### src/rtl/mem_stage_access_if.sv
// Data-memory bus between the memory-stage controller (master) and the data memory (slave).
interface mem_stage_access_if #(
   parameter int DATA_W = 32
);
   logic              mem_req;
   logic              mem_we;
   logic [DATA_W-1:0] mem_addr;
   logic [DATA_W-1:0] mem_wdata;
   logic              mem_ack;
   logic [DATA_W-1:0] mem_rdata;

   modport master (
      output mem_req,
      output mem_we,
      output mem_addr,
      output mem_wdata,
      input  mem_ack,
      input  mem_rdata
   );

   modport slave (
      input  mem_req,
      input  mem_we,
      input  mem_addr,
      input  mem_wdata,
      output mem_ack,
      output mem_rdata
   );
endinterface

### src/rtl/mem_stage_access.sv
// Memory-stage access controller: runs lw/sw over a req/ack bus, stalls upstream, registers MEM/WB.
// Optional ack timeout with error pulse is enabled by defining MEM_ACCESS_TIMEOUT_EN.
module mem_stage_access #(
   parameter int DATA_W  = 32,
   parameter int REG_W   = 5,
   parameter int TIMEOUT = 64
) (
   input  logic               clk,
   input  logic               rst_n,
   input  logic               reg_write_m,
   input  logic               mem_to_reg_m,
   input  logic               mem_write_m,
   input  logic [DATA_W-1:0]  alu_result_m,
   input  logic [DATA_W-1:0]  write_data_m,
   input  logic [REG_W-1:0]   write_reg_m,
   input  logic               syscall_m,
   output logic               stall_m,
   mem_stage_access_if.master bus,
   output logic               reg_write_w,
   output logic [DATA_W-1:0]  result_w,
   output logic [REG_W-1:0]   write_reg_w,
   output logic               syscall_w,
   output logic               err_w
);
   typedef enum logic {
      IDLE   = 1'b0,
      ACCESS = 1'b1
   } state_t;

   localparam logic [DATA_W-1:0] ABORT_VALUE = DATA_W'(32'hDEADBEEF);

   state_t              state_q, state_d;
   logic                req_q, req_d;
   logic                we_q, we_d;
   logic [DATA_W-1:0]   alu_q, alu_d;
   logic [DATA_W-1:0]   wdata_q, wdata_d;
   logic                load_q, load_d;
   logic                rw_c_q, rw_c_d;
   logic [REG_W-1:0]    wr_c_q, wr_c_d;
   logic                sc_c_q, sc_c_d;
   logic                rw_w_q, rw_w_d;
   logic [DATA_W-1:0]   res_w_q, res_w_d;
   logic [REG_W-1:0]    wr_w_q, wr_w_d;
   logic                sc_w_q, sc_w_d;
   logic                err_w_q, err_w_d;
   logic                stall;
   logic                mem_op;
   logic                timeout_hit;

   assign mem_op = mem_to_reg_m | mem_write_m;

`ifdef MEM_ACCESS_TIMEOUT_EN
   logic [7:0] wait_cnt_q, wait_cnt_d;

   assign timeout_hit = (wait_cnt_q == 8'(TIMEOUT - 1));

   // Held at zero while idle, so every new access starts counting from zero.
   always_comb begin
      wait_cnt_d = wait_cnt_q;
      if (state_q == IDLE) begin
         wait_cnt_d = '0;
      end else if (!bus.mem_ack) begin
         wait_cnt_d = wait_cnt_q + 8'd1;
      end
   end

   always_ff @(posedge clk or negedge rst_n) begin
      if (!rst_n) begin
         wait_cnt_q <= '0;
      end else begin
         wait_cnt_q <= wait_cnt_d;
      end
   end
`else
   wire unused_timeout = (TIMEOUT > 0);

   assign timeout_hit = 1'b0;
`endif

   always_comb begin
      state_d = state_q;
      req_d   = req_q;
      we_d    = we_q;
      alu_d   = alu_q;
      wdata_d = wdata_q;
      load_d  = load_q;
      rw_c_d  = rw_c_q;
      wr_c_d  = wr_c_q;
      sc_c_d  = sc_c_q;
      rw_w_d  = rw_w_q;
      res_w_d = res_w_q;
      wr_w_d  = wr_w_q;
      sc_w_d  = sc_w_q;
      err_w_d = 1'b0;
      stall   = 1'b0;

      case (state_q)
         IDLE: begin
            if (mem_op) begin
               stall   = 1'b1;
               alu_d   = alu_result_m;
               wdata_d = write_data_m;
               we_d    = mem_write_m;
               load_d  = mem_to_reg_m;
               rw_c_d  = reg_write_m;
               wr_c_d  = write_reg_m;
               sc_c_d  = syscall_m;
               req_d   = 1'b1;
               state_d = ACCESS;
               rw_w_d  = 1'b0;
               sc_w_d  = 1'b0;
            end else begin
               rw_w_d  = reg_write_m;
               res_w_d = alu_result_m;
               wr_w_d  = write_reg_m;
               sc_w_d  = syscall_m;
            end
         end

         ACCESS: begin
            if (bus.mem_ack) begin
               req_d   = 1'b0;
               we_d    = 1'b0;
               state_d = IDLE;
               rw_w_d  = rw_c_q;
               res_w_d = load_q ? bus.mem_rdata : alu_q;
               wr_w_d  = wr_c_q;
               sc_w_d  = sc_c_q;
            end else if (timeout_hit) begin
               // Abandon the access and release the pipeline with a poisoned, non-writing result.
               req_d   = 1'b0;
               we_d    = 1'b0;
               state_d = IDLE;
               rw_w_d  = 1'b0;
               res_w_d = ABORT_VALUE;
               wr_w_d  = wr_c_q;
               sc_w_d  = 1'b0;
               err_w_d = 1'b1;
            end else begin
               stall  = 1'b1;
               rw_w_d = 1'b0;
               sc_w_d = 1'b0;
            end
         end

         default: begin
            state_d = IDLE;
         end
      endcase
   end

   always_ff @(posedge clk or negedge rst_n) begin
      if (!rst_n) begin
         state_q <= IDLE;
         req_q   <= 1'b0;
         we_q    <= 1'b0;
         alu_q   <= '0;
         wdata_q <= '0;
         load_q  <= 1'b0;
         rw_c_q  <= 1'b0;
         wr_c_q  <= '0;
         sc_c_q  <= 1'b0;
         rw_w_q  <= 1'b0;
         res_w_q <= '0;
         wr_w_q  <= '0;
         sc_w_q  <= 1'b0;
         err_w_q <= 1'b0;
      end else begin
         state_q <= state_d;
         req_q   <= req_d;
         we_q    <= we_d;
         alu_q   <= alu_d;
         wdata_q <= wdata_d;
         load_q  <= load_d;
         rw_c_q  <= rw_c_d;
         wr_c_q  <= wr_c_d;
         sc_c_q  <= sc_c_d;
         rw_w_q  <= rw_w_d;
         res_w_q <= res_w_d;
         wr_w_q  <= wr_w_d;
         sc_w_q  <= sc_w_d;
         err_w_q <= err_w_d;
      end
   end

   // The bus sees a word address; the full byte address is kept for store writeback.
   assign bus.mem_req   = req_q;
   assign bus.mem_we    = we_q;
   assign bus.mem_addr  = {alu_q[DATA_W-1:2], 2'b00};
   assign bus.mem_wdata = wdata_q;

   assign stall_m     = stall;
   assign reg_write_w = rw_w_q;
   assign result_w    = res_w_q;
   assign write_reg_w = wr_w_q;
   assign syscall_w   = sc_w_q;
   assign err_w       = err_w_q;
endmodule

### src/flat_wrapper.sv
// flat-port wrapper written by rule: the top's interface ports become plain ports
module mem_stage_access_flat 
#(
   parameter int DATA_W  = 32,
   parameter int REG_W   = 5,
   parameter int TIMEOUT = 64
)
  (clk, rst_n, reg_write_m, mem_to_reg_m, mem_write_m, alu_result_m, write_data_m, write_reg_m, syscall_m, stall_m, reg_write_w, result_w, write_reg_w, syscall_w, err_w, bus_mem_req, bus_mem_we, bus_mem_addr, bus_mem_wdata, bus_mem_ack, bus_mem_rdata);
  mem_stage_access_if #(.DATA_W(DATA_W)) bus_i ();
  input  logic clk;
  input  logic rst_n;
  input  logic reg_write_m;
  input  logic mem_to_reg_m;
  input  logic mem_write_m;
  input  logic [DATA_W-1:0] alu_result_m;
  input  logic [DATA_W-1:0] write_data_m;
  input  logic [REG_W-1:0] write_reg_m;
  input  logic syscall_m;
  output logic stall_m;
  output logic reg_write_w;
  output logic [DATA_W-1:0] result_w;
  output logic [REG_W-1:0] write_reg_w;
  output logic syscall_w;
  output logic err_w;
  output wire logic [$bits(bus_i.mem_req)-1:0] bus_mem_req;
  output wire logic [$bits(bus_i.mem_we)-1:0] bus_mem_we;
  output wire logic [$bits(bus_i.mem_addr)-1:0] bus_mem_addr;
  output wire logic [$bits(bus_i.mem_wdata)-1:0] bus_mem_wdata;
  input wire logic [$bits(bus_i.mem_ack)-1:0] bus_mem_ack;
  input wire logic [$bits(bus_i.mem_rdata)-1:0] bus_mem_rdata;
  assign bus_mem_req = bus_i.mem_req;
  assign bus_mem_we = bus_i.mem_we;
  assign bus_mem_addr = bus_i.mem_addr;
  assign bus_mem_wdata = bus_i.mem_wdata;
  assign bus_i.mem_ack = bus_mem_ack;
  assign bus_i.mem_rdata = bus_mem_rdata;
  mem_stage_access #(.DATA_W(DATA_W), .REG_W(REG_W), .TIMEOUT(TIMEOUT)) u_core (.clk(clk), .rst_n(rst_n), .reg_write_m(reg_write_m), .mem_to_reg_m(mem_to_reg_m), .mem_write_m(mem_write_m), .alu_result_m(alu_result_m), .write_data_m(write_data_m), .write_reg_m(write_reg_m), .syscall_m(syscall_m), .stall_m(stall_m), .bus(bus_i), .reg_write_w(reg_write_w), .result_w(result_w), .write_reg_w(write_reg_w), .syscall_w(syscall_w), .err_w(err_w));
endmodule
### config.mk
export PLATFORM = sky130hd
export DESIGN_NAME = mem_stage_access_flat
export DESIGN_NICKNAME = d
export VERILOG_FILES = /design/src/rtl/mem_stage_access_if.sv /design/src/rtl/mem_stage_access.sv /design/src/flat_wrapper.sv
export SDC_FILE = /design/constraint.sdc
export NUM_CORES = 1
export LEC_CHECK = 0
export CORE_MARGIN = 2
export CORE_UTILIZATION = 40
export CTS_CLUSTER_DIAMETER = 200
export CTS_CLUSTER_SIZE = 30
export DETAILED_ROUTE_END_ITERATION = 10
export PLACE_DENSITY = 0.75
export SLEW_MARGIN = 20
export SYNTH_ARGS = -nofsm -noshare
export SYNTH_HDL_FRONTEND = slang
export SYNTH_SLANG_ARGS = --single-unit
### constraint.sdc
create_clock -name clk -period 1.9 [get_ports clk]
set_input_delay 0.38 -clock clk [delete_from_list [all_inputs] [get_ports clk]]
set_output_delay 0.38 -clock clk [all_outputs]
set_load 0.1 [all_outputs]
==> results of run 1 <==
[power by group through the flow]
stage / Sequential, mW / Clock [mW] / Combinational, mW
after global routing: 3.52 / 3.24 / 6.87
after global placement: 3.45 / 0 / 6.62
final: 3.45 / 3.07 / 6.66
after floorplan: 6.18 / 0 / 2.32
after detailed placement: 3.48 / 0 / 6.67
after CTS: 3.45 / 3.13 / 6.70
[registers in the layout, indices dropped and copies added (netlist names)]
| name | count |
|---|---|
| u_core.alu_q | 32 |
| u_core.bus.mem_req | 1 |
| u_core.bus.mem_wdata | 32 |
| u_core.bus.mem_we | 1 |
| u_core.load_q | 1 |
| u_core.reg_write_w | 1 |
| u_core.result_w | 32 |
| u_core.rw_c_q | 1 |
| u_core.sc_c_q | 1 |
| u_core.state_q | 1 |
| u_core.syscall_w | 1 |
| u_core.wr_c_q | 5 |
| u_core.write_reg_w | 5 |
[routing by layer]
layer	part of all wire (%)	vias up	routed length, um
met4	1.3	0	171
met1	41	1860	5450
li1	-	1713	-
met2	49	163	6460
met3	8.5	13	1120
met5	0	-	0
[what timing repair did]
| action | CTS | global route |
|---|---|---|
| resized for setup | 9 | 0 |
| pin swaps | 2 | 0 |
| setup endpoints to repair | 1 | 1 |
| cloned | 0 | 0 |
| endpoints found under the hold margin | 58 | 0 |
| setup buffers | 1 | 0 |
| hold buffers | 1 | 0 |
[kinds of logic (layout without fill, tap and decap cells)]
family / count (synthesis) / in the layout / synth area share [%]
AOI/OAI and AO/OA: 39 / 39 / 7.30
and+or+nand+nor: 42 / 42 / 3.76
other: 1 / 3 / 0.0732
buffers and inverters: 58 / 268 / 8.40
muxes: 118 / 118 / 24.8
DFF: 114 / 114 / 55.7
[worst max-delay path: stages (launching register included)]
cell	delay [ps]
dfrtp_1	420
or3_4	390
nand2_8	110
inv_12	30
buf_12	150
[cell type report]
class                   instances  area, sq um  share of cell area, %
flip-flops and latches        114         2850                   36.0
repair buffers                236         2390                   30.2
multi-input cells             202         1870                   23.6
clock buffers                  23          488                   6.16
well taps                     172          215                   2.72
clock inverters                 6         80.1                   1.01
inverters                       3         23.8                  0.300
[cells in the mapped netlist (2+ instances only)]
master	count	share of area, %
inv_1	2	0.15
mux2i_1	47	9.2
nor3_1	2	0.20
nand2_1	10	0.73
buf_2	6	0.59
clkbuf_1	4	0.29
buf_6	10	2.2
o21ai_0	3	0.29
mux2_2	71	16
a221o_1	23	4.5
dfrtp_1	114	56
o221a_2	9	2.0
a22o_1	2	0.34
a21oi_1	2	0.20
nor2_1	23	1.7
buf_4	34	5.0
[how the worst min path moves through the flow]
stage,startpoint,to,slack (ps),depth (start not counted)
CTS,u_core.sc_c_q,u_core.syscall_w,500,1
floorplan,rst_n,u_core.alu_q[0],80,0
global placement,rst_n,u_core.wr_c_q[2],410,2
detailed placement,rst_n,u_core.write_reg_w[2],410,2
finish,rst_n,u_core.write_reg_w[4],510,3
global route,u_core.bus.mem_wdata[11],u_core.bus.mem_wdata[11],520,1
[per-stage QoR]
stage / TNS (ps) / std cells / setup slack [ps] / utilization [%]
5_1_grt: -35.3 / 756 / -35.3 / 63.0
6_report: 0 / 756 / 7.83 / 63.0
4_1_cts: -9.58 / 756 / -9.58 / 63.0
2_1_floorplan: 0 / 374 / 233 / -
3_3_place_gp: -6710 / 725 / -138 / 58.2
3_5_place_dp: -8650 / 725 / -167 / 58.2
==> results.md, run 1 <==
- The flow ran to the end, and the final reports show no timing, DRC or antenna violations.
- The fraction of layout instances using a drive strength above 1 is 41.8%.
- The total internal power is 6.87 mW.
- The clock network fraction of design power is 23.3%.
- The class of the tightest hold or removal check is in2async.
- The synthesized netlist cell count is ~370.
- In this run the horizontal extent of the chip is 117 um.
- The total number of yosys warnings is 0.
- Derived from the worst setup path, the maximum achievable clock frequency is 0.528 GHz.
- The count of distinct cell types in the synthesized netlist is 26.
- The final clock skew is 7.17 ps.
- The antenna diode instance count is 0.
- Data on the critical path is required at its endpoint by 1520 ps.
- The effective utilization at floorplan is 40.8%.
- Following the worst setup path forward leads to its endpoint at stall_m.
- The post-synthesis async set-or-reset flop share is 100%.
- The total length of routed wires is 13.2 mm.
- Global routing consumed, over all layers together, roughly a fifth of the routing resources.
- The total via count in the routed design is 3,749.
- The library cells used most frequently in the layout, excluding fill and tap cells, are dfrtp_1 (113), clkdlybuf4s50_1 (104), buf_4 (100).
- Sequential elements use roughly 56% of the synthesized area.
- The core footprint is around 13,000 sq um.
- The final setup violation count is 0.
- At the end of routability-driven placement, the weighted congestion stood at 0.829.
- The clock sink count is between 100 and 150.
- The antenna violation net count after detailed routing is 0.
- The height of the die is 117 um.
- The floorplan row count is 41.
- The H-tree was split into 4 levels.
- Global routing consumed, on the met1 layer, 23.7% of the routing resources.
- The overall overflow remaining after global route is 0.
- The global-route wire length before repair is 20.4 mm.
- Setup repair after global routing could not meet its margin everywhere.
- STA classifies the critical path endpoint as a primary output.
- The mapped netlist covers 5120 sq um.
- The portion of total power attributed to combinational logic is between 50% and 60%.
- The cell area after layout is just under 8000 sq um.
- The average instance in the mapped netlist occupies 13.8 sq um.
- The largest net degree at the start of global routing is 63.
- The category of the most critical setup path is reg2out.
- The latest clock arrival within the worst-skew pair is slightly above 400 ps.
- The hold violation total from the final report was 0.
- The most used flip-flop cell after synthesis is dfrtp_1.
- The leakage power of the design is 3.60 nW.
- The kind of start point of the critical path is a flip-flop.
- The final routed DRC violation total is 0.
- Of all nets on the critical path, the largest fanout is 2.
- For this run, the detailed router's first-pass iteration total came to 4.
- The share of the cycle needed by the critical path after routing is 99.6%.
- In this run the clock root is driven by a clkbuf_16.
- Registers are responsible for 26.2% of the overall power.
- The source of the critical timing path is u_core.state_q.
- Buffers inserted during clock tree synthesis total 17.
- Net switching is 47.8% of the power.
- Synthesis inferred 114 register bits.
- For this design the total switching power over the nets is about 6.3 mW.
- After layout, the minimum clock period comes to 1890 ps.
- In this run the critical register-to-register path is captured at u_core.result_w[22].
- Counting flops with a built-in enable in the synthesized netlist gives 0.
- The post-detailed-route via-to-cell ratio is 4.96.
- Detailed placement ended at an HPWL of roughly 9.3 mm.
- The initial antenna violation count is 0.
- ~220 I/O pins were placed.
- The arrival time at the worst endpoint is 1510 ps.
- VDD sags by at most 1.05 mV.
- The final number of max-transition violations was 0.
- The via count of the first global-routing pass was 3,964.
- The detailed router finished its first iteration with 275 violations.
- After layout, the design draws a total of 13.2 mW.
- TritonCTS built the clock tree.
- The count of cells along the worst register-to-register path is 6.
- The minimum setup slack among reg-to-reg paths is 210 ps.
- In this run the most used layer during global routing was met2.
- Clock-pin slew was measured on the worst setup and hold paths at 50 ps.
- Compared with the post-synthesis result, the final layout area differs by 54.6%.
- The power density over the cells is 1660 nW/um^2.
- The worst hold slack across all endpoints is 505 ps.
- Input and output buffers added on the ports amount to 211.
- The die footprint is 13,700 sq um.
- The placement-stage cell area is about 7300 sq um.
- The tool flagged a number of max-cap violations equal to 0.
- The most common library cell in the layout ignoring fill and taps is dfrtp_1.
- The number of fill cells in the layout is 971.
- Global routing used 31.6% of the available met2 tracks.
- The total number of nets in the final design is 682.
- The number of buffers on the longest clock path is 2.
- The met3 track utilization from global routing is 8.34%.
- The source of the worst register-to-register timing path is u_core.state_q.
- The detailed-route wire length per cell is roughly 17 um.
Power figures use the tool's default switching activity.
==> run 2: changes to the inputs <==
--- a/config.mk
+++ b/config.mk
@@ -7,6 +7,7 @@
 export LEC_CHECK = 0
 export CORE_MARGIN = 2
 export CORE_UTILIZATION = 40
+export CTS_BUF_LIST = sky130_fd_sc_hd__clkbuf_2 sky130_fd_sc_hd__clkbuf_4 sky130_fd_sc_hd__clkbuf_8
 export CTS_CLUSTER_DIAMETER = 200
 export CTS_CLUSTER_SIZE = 30
 export DETAILED_ROUTE_END_ITERATION = 10
==> results.md, run 2 (synthesis gave the netlist of run 1 again) <==
- The flow ran to the end, but the final reports show violations.
- The checks that failed: setup timing.
- The class of the tightest hold or removal check is in2async.
- The detailed-route wire length per cell is 17.4 um (-0.11%).
- The source of the worst register-to-register timing path is u_core.state_q.
- The core footprint was 12,600 sq um (unchanged).
- The initial antenna violation count is 0 (unchanged).
- The final routed DRC violation total was 0 (unchanged).
- The antenna diode instance count was 0 (unchanged).
- The fmax is 0.517 GHz (-2.3%).
- The total via count in the routed design is 3,770 (+0.56%).
- The final setup violation count was 1 (+1).
- The total length of routed wires is 13.2 mm (-0.11%).
- The height of the die was 117 um (unchanged).
- The largest stage delay on the critical path is 450 ps (+30 ps).
- The final setup slack of the worst path was -35.8 ps (-43.6 ps).
- Leaving out fill and tap cells, the most frequent cell in the layout is dfrtp_1.
- The top cell types in the final layout, fill and taps aside, are dfrtp_1 (113), clkdlybuf4s50_1 (105), buf_4 (100).
- The worst setup path is launched from a primary input.
- The pre-CTS setup slack came to -167 ps (unchanged).
- The hold violation total from the final report is 0 (unchanged).
- The total track usage is 19.5% (-0.062 points).
- The post-detailed-route via-to-cell ratio is 4.99 (+0.56%).
- The biggest fanout along the worst timing path came to 2 (unchanged).
- The global-route wire length before repair came to 20.2 mm (-0.55%).
- The leakage power of the design is 3.52 nW (-2.3%).
- The largest net degree at the start of global routing is 63 (unchanged).
- The slowest stage of the critical path is the clkdlybuf4s50_1 cell.
- STA classifies the critical path endpoint as a primary output.
- The count of routing violations after the opening detailed-route iteration is 270 (-1.8%).
- The die footprint was 13,700 sq um (unchanged).
- The count of cells along the worst register-to-register path is 6 (unchanged).
- The routed length on met1 is 5.37 mm (-1.5%).
- The CTS tree is built.
- In this run the top signal layer used is met4.
- The final clock skew is 9.38 ps (+2.22 ps).
- The clock root buffer is clkbuf_8.
- The amount of wire on met3 after detailed routing is 1.09 mm (-3.0%).
- The number of ports placed on the die boundary was 215 (unchanged).
- The number of buffers on the longest clock path was 2 (unchanged).
- The fraction of layout instances using a drive strength above 1 is 42.1% (+0.34 points).
- The H-tree depth is 4 (unchanged).
- The effective utilization at floorplan is 40.8% (unchanged).
- The gate family responsible for the most delay along the worst path is buffers and inverters.
- The minimum setup slack among reg-to-reg paths is 220 ps (about the same).
- The clock sink count is 114 (unchanged).
- The number of search-and-repair iterations in the first detailed-routing pass is 5 (+1).
- The via count of the first global-routing pass was 3,953 (-0.28%).
- The data required time at the worst endpoint was 1520 ps (about the same).
- The final number of max-transition violations came to 0 (unchanged).
- The floorplan row count is 41 (unchanged).
- The critical path depth in cells is 5 (+1).
- The antenna violation net count after detailed routing was 0 (unchanged).
- The reported max-cap violation count came to 0 (unchanged).
- Setup repair after global routing could not meet its margin everywhere.
- Tracing the worst setup path back leads to its startpoint at mem_write_m.
- The total power draw was 12.3 mW (-6.3%).
- The wire length on met2 is 6.49 mm (+0.48%).
- Traced cell by cell, the critical path runs through clkdlybuf4s50_1 -> or3_4 -> nand2_8 -> inv_12 -> buf_12.
- The HPWL after detailed placement is 9.30 mm (unchanged).
- The floorplan die width was 117 um (unchanged).
- The critical path endpoint is stall_m.
- The sum of buffers and inverters on the critical path is 3 (+1).
- The overall overflow remaining after global route was 0 (unchanged).
- The latest clock arrival within the worst-skew pair is 420 ps (about the same).
- The power density over the cells is 1590 nW/um^2 (-4.1%).
- The maximum ir drop on the vdd rail is 1.00 mV (-4.9%).
- The share of the cycle needed by the critical path after routing is 102% (+2.3 points).
- The arrival time at the worst endpoint came to 1560 ps (+50 ps).
- The time the final worst path needs with I/O delays and setup is 1940 ps (+43.6 ps).
- The final weighted congestion of routability-driven global placement came to 0.829 (unchanged).
- The total number of nets in the final design came to 682 (unchanged).
- The worst register-to-register path ends at u_core.result_w[14].
- The clock-pin slew on the worst setup and hold paths is 70 ps (+20 ps).
- The category of the most critical setup path is in2out.
- Compared with the post-synthesis result, the final layout area differs by 51.0%.
- The number of clock buffers inserted by TritonCTS was 17 (unchanged).
- The number of buffers inserted by port buffering is 211 (unchanged).
-- run 2: changes by cell type in the layout (fill, tap and decap cells not counted) --
| cell | previous run | this run |
|---|---|---|
| clkbuf_16 | 17 | 0 |
| clkbuf_8 | 4 | 21 |
| clkbuf_1 | 2 | 0 |
| clkbuf_4 | 0 | 2 |
| clkdlybuf4s50_1 | 104 | 105 |
| dlygate4sd2_1 | 2 | 1 |
-- run 2: report_power, final --
| group | internal (mW) | leakage, nW | switching [mW] | total, mW |
|---|---|---|---|---|
| Combinational | 1.83 | 1.98 | 4.83 | 6.65 |
| Sequential | 3.01 | 1.34 | 0.435 | 3.44 |
| Clock | 1.30 | 0.204 | 0.936 | 2.24 |
-- run 2: worst min path at each step --
stage	start	end	slack [ps]	cells after the start
after floorplan	rst_n	u_core.alu_q[0]	80	0
after global placement	rst_n	u_core.wr_c_q[2]	410	2
after detailed placement	rst_n	u_core.write_reg_w[2]	410	2
after CTS	rst_n	u_core.write_reg_w[0]	490	3
after global routing	rst_n	u_core.write_reg_w[4]	490	3
final	rst_n	u_core.write_reg_w[4]	490	3
-- run 2: final cells by class --
| class | count | area, sq um |
|---|---|---|
| Clock buffer | 23 | 304 |
| Multi-Input combinational cell | 202 | 1870 |
| Clock inverter | 6 | 80.1 |
| Fill cell | 982 | 4830 |
| Sequential cell | 114 | 2850 |
| Timing Repair Buffer | 236 | 2390 |
| Inverter | 3 | 23.8 |
| Tap cell | 172 | 215 |
-- run 2: what timing repair did --
item	in CTS	in global routing
resized for setup	8	0
pin swaps	2	0
buffers inserted	1	0
endpoints found under the hold margin	114	0
hold buffers	1	0
endpoints found under the setup margin	1	1
gates cloned	0	0
-- run 2: per-stage QoR --
stage                     cells  instance area (sq um)  hold slack (ps)  setup TNS (ps)  utilization (%)
after floorplan             374                   5130             84.4               0                -
after global placement      725                   7310              406           -6710             58.2
after detailed placement    725                   7310              408           -8650             58.2
after CTS                   756                   7740              485           -44.0             61.6
after global routing        756                   7740              492           -74.9             61.6
final                       756                   7740              492           -35.8             61.6
-- run 2: metal layers --
| layer | GRT usage [%] | vias up |
|---|---|---|
| met4 | 7.14 | 0 |
| met5 | 0 | - |
| met1 | 23.5 | 1875 |
| met2 | 31.5 | 163 |
| li1 | - | 1712 |
| met3 | 8.03 | 20 |
-- run 2: worst register-to-register path, stage by stage, from the launching register on --
cell and delay [ps]:
dfrtp_1 420, or3_4 390, nand2_8 110, inv_12 40
buf_4 170, buf_12 150, a221o_1 290
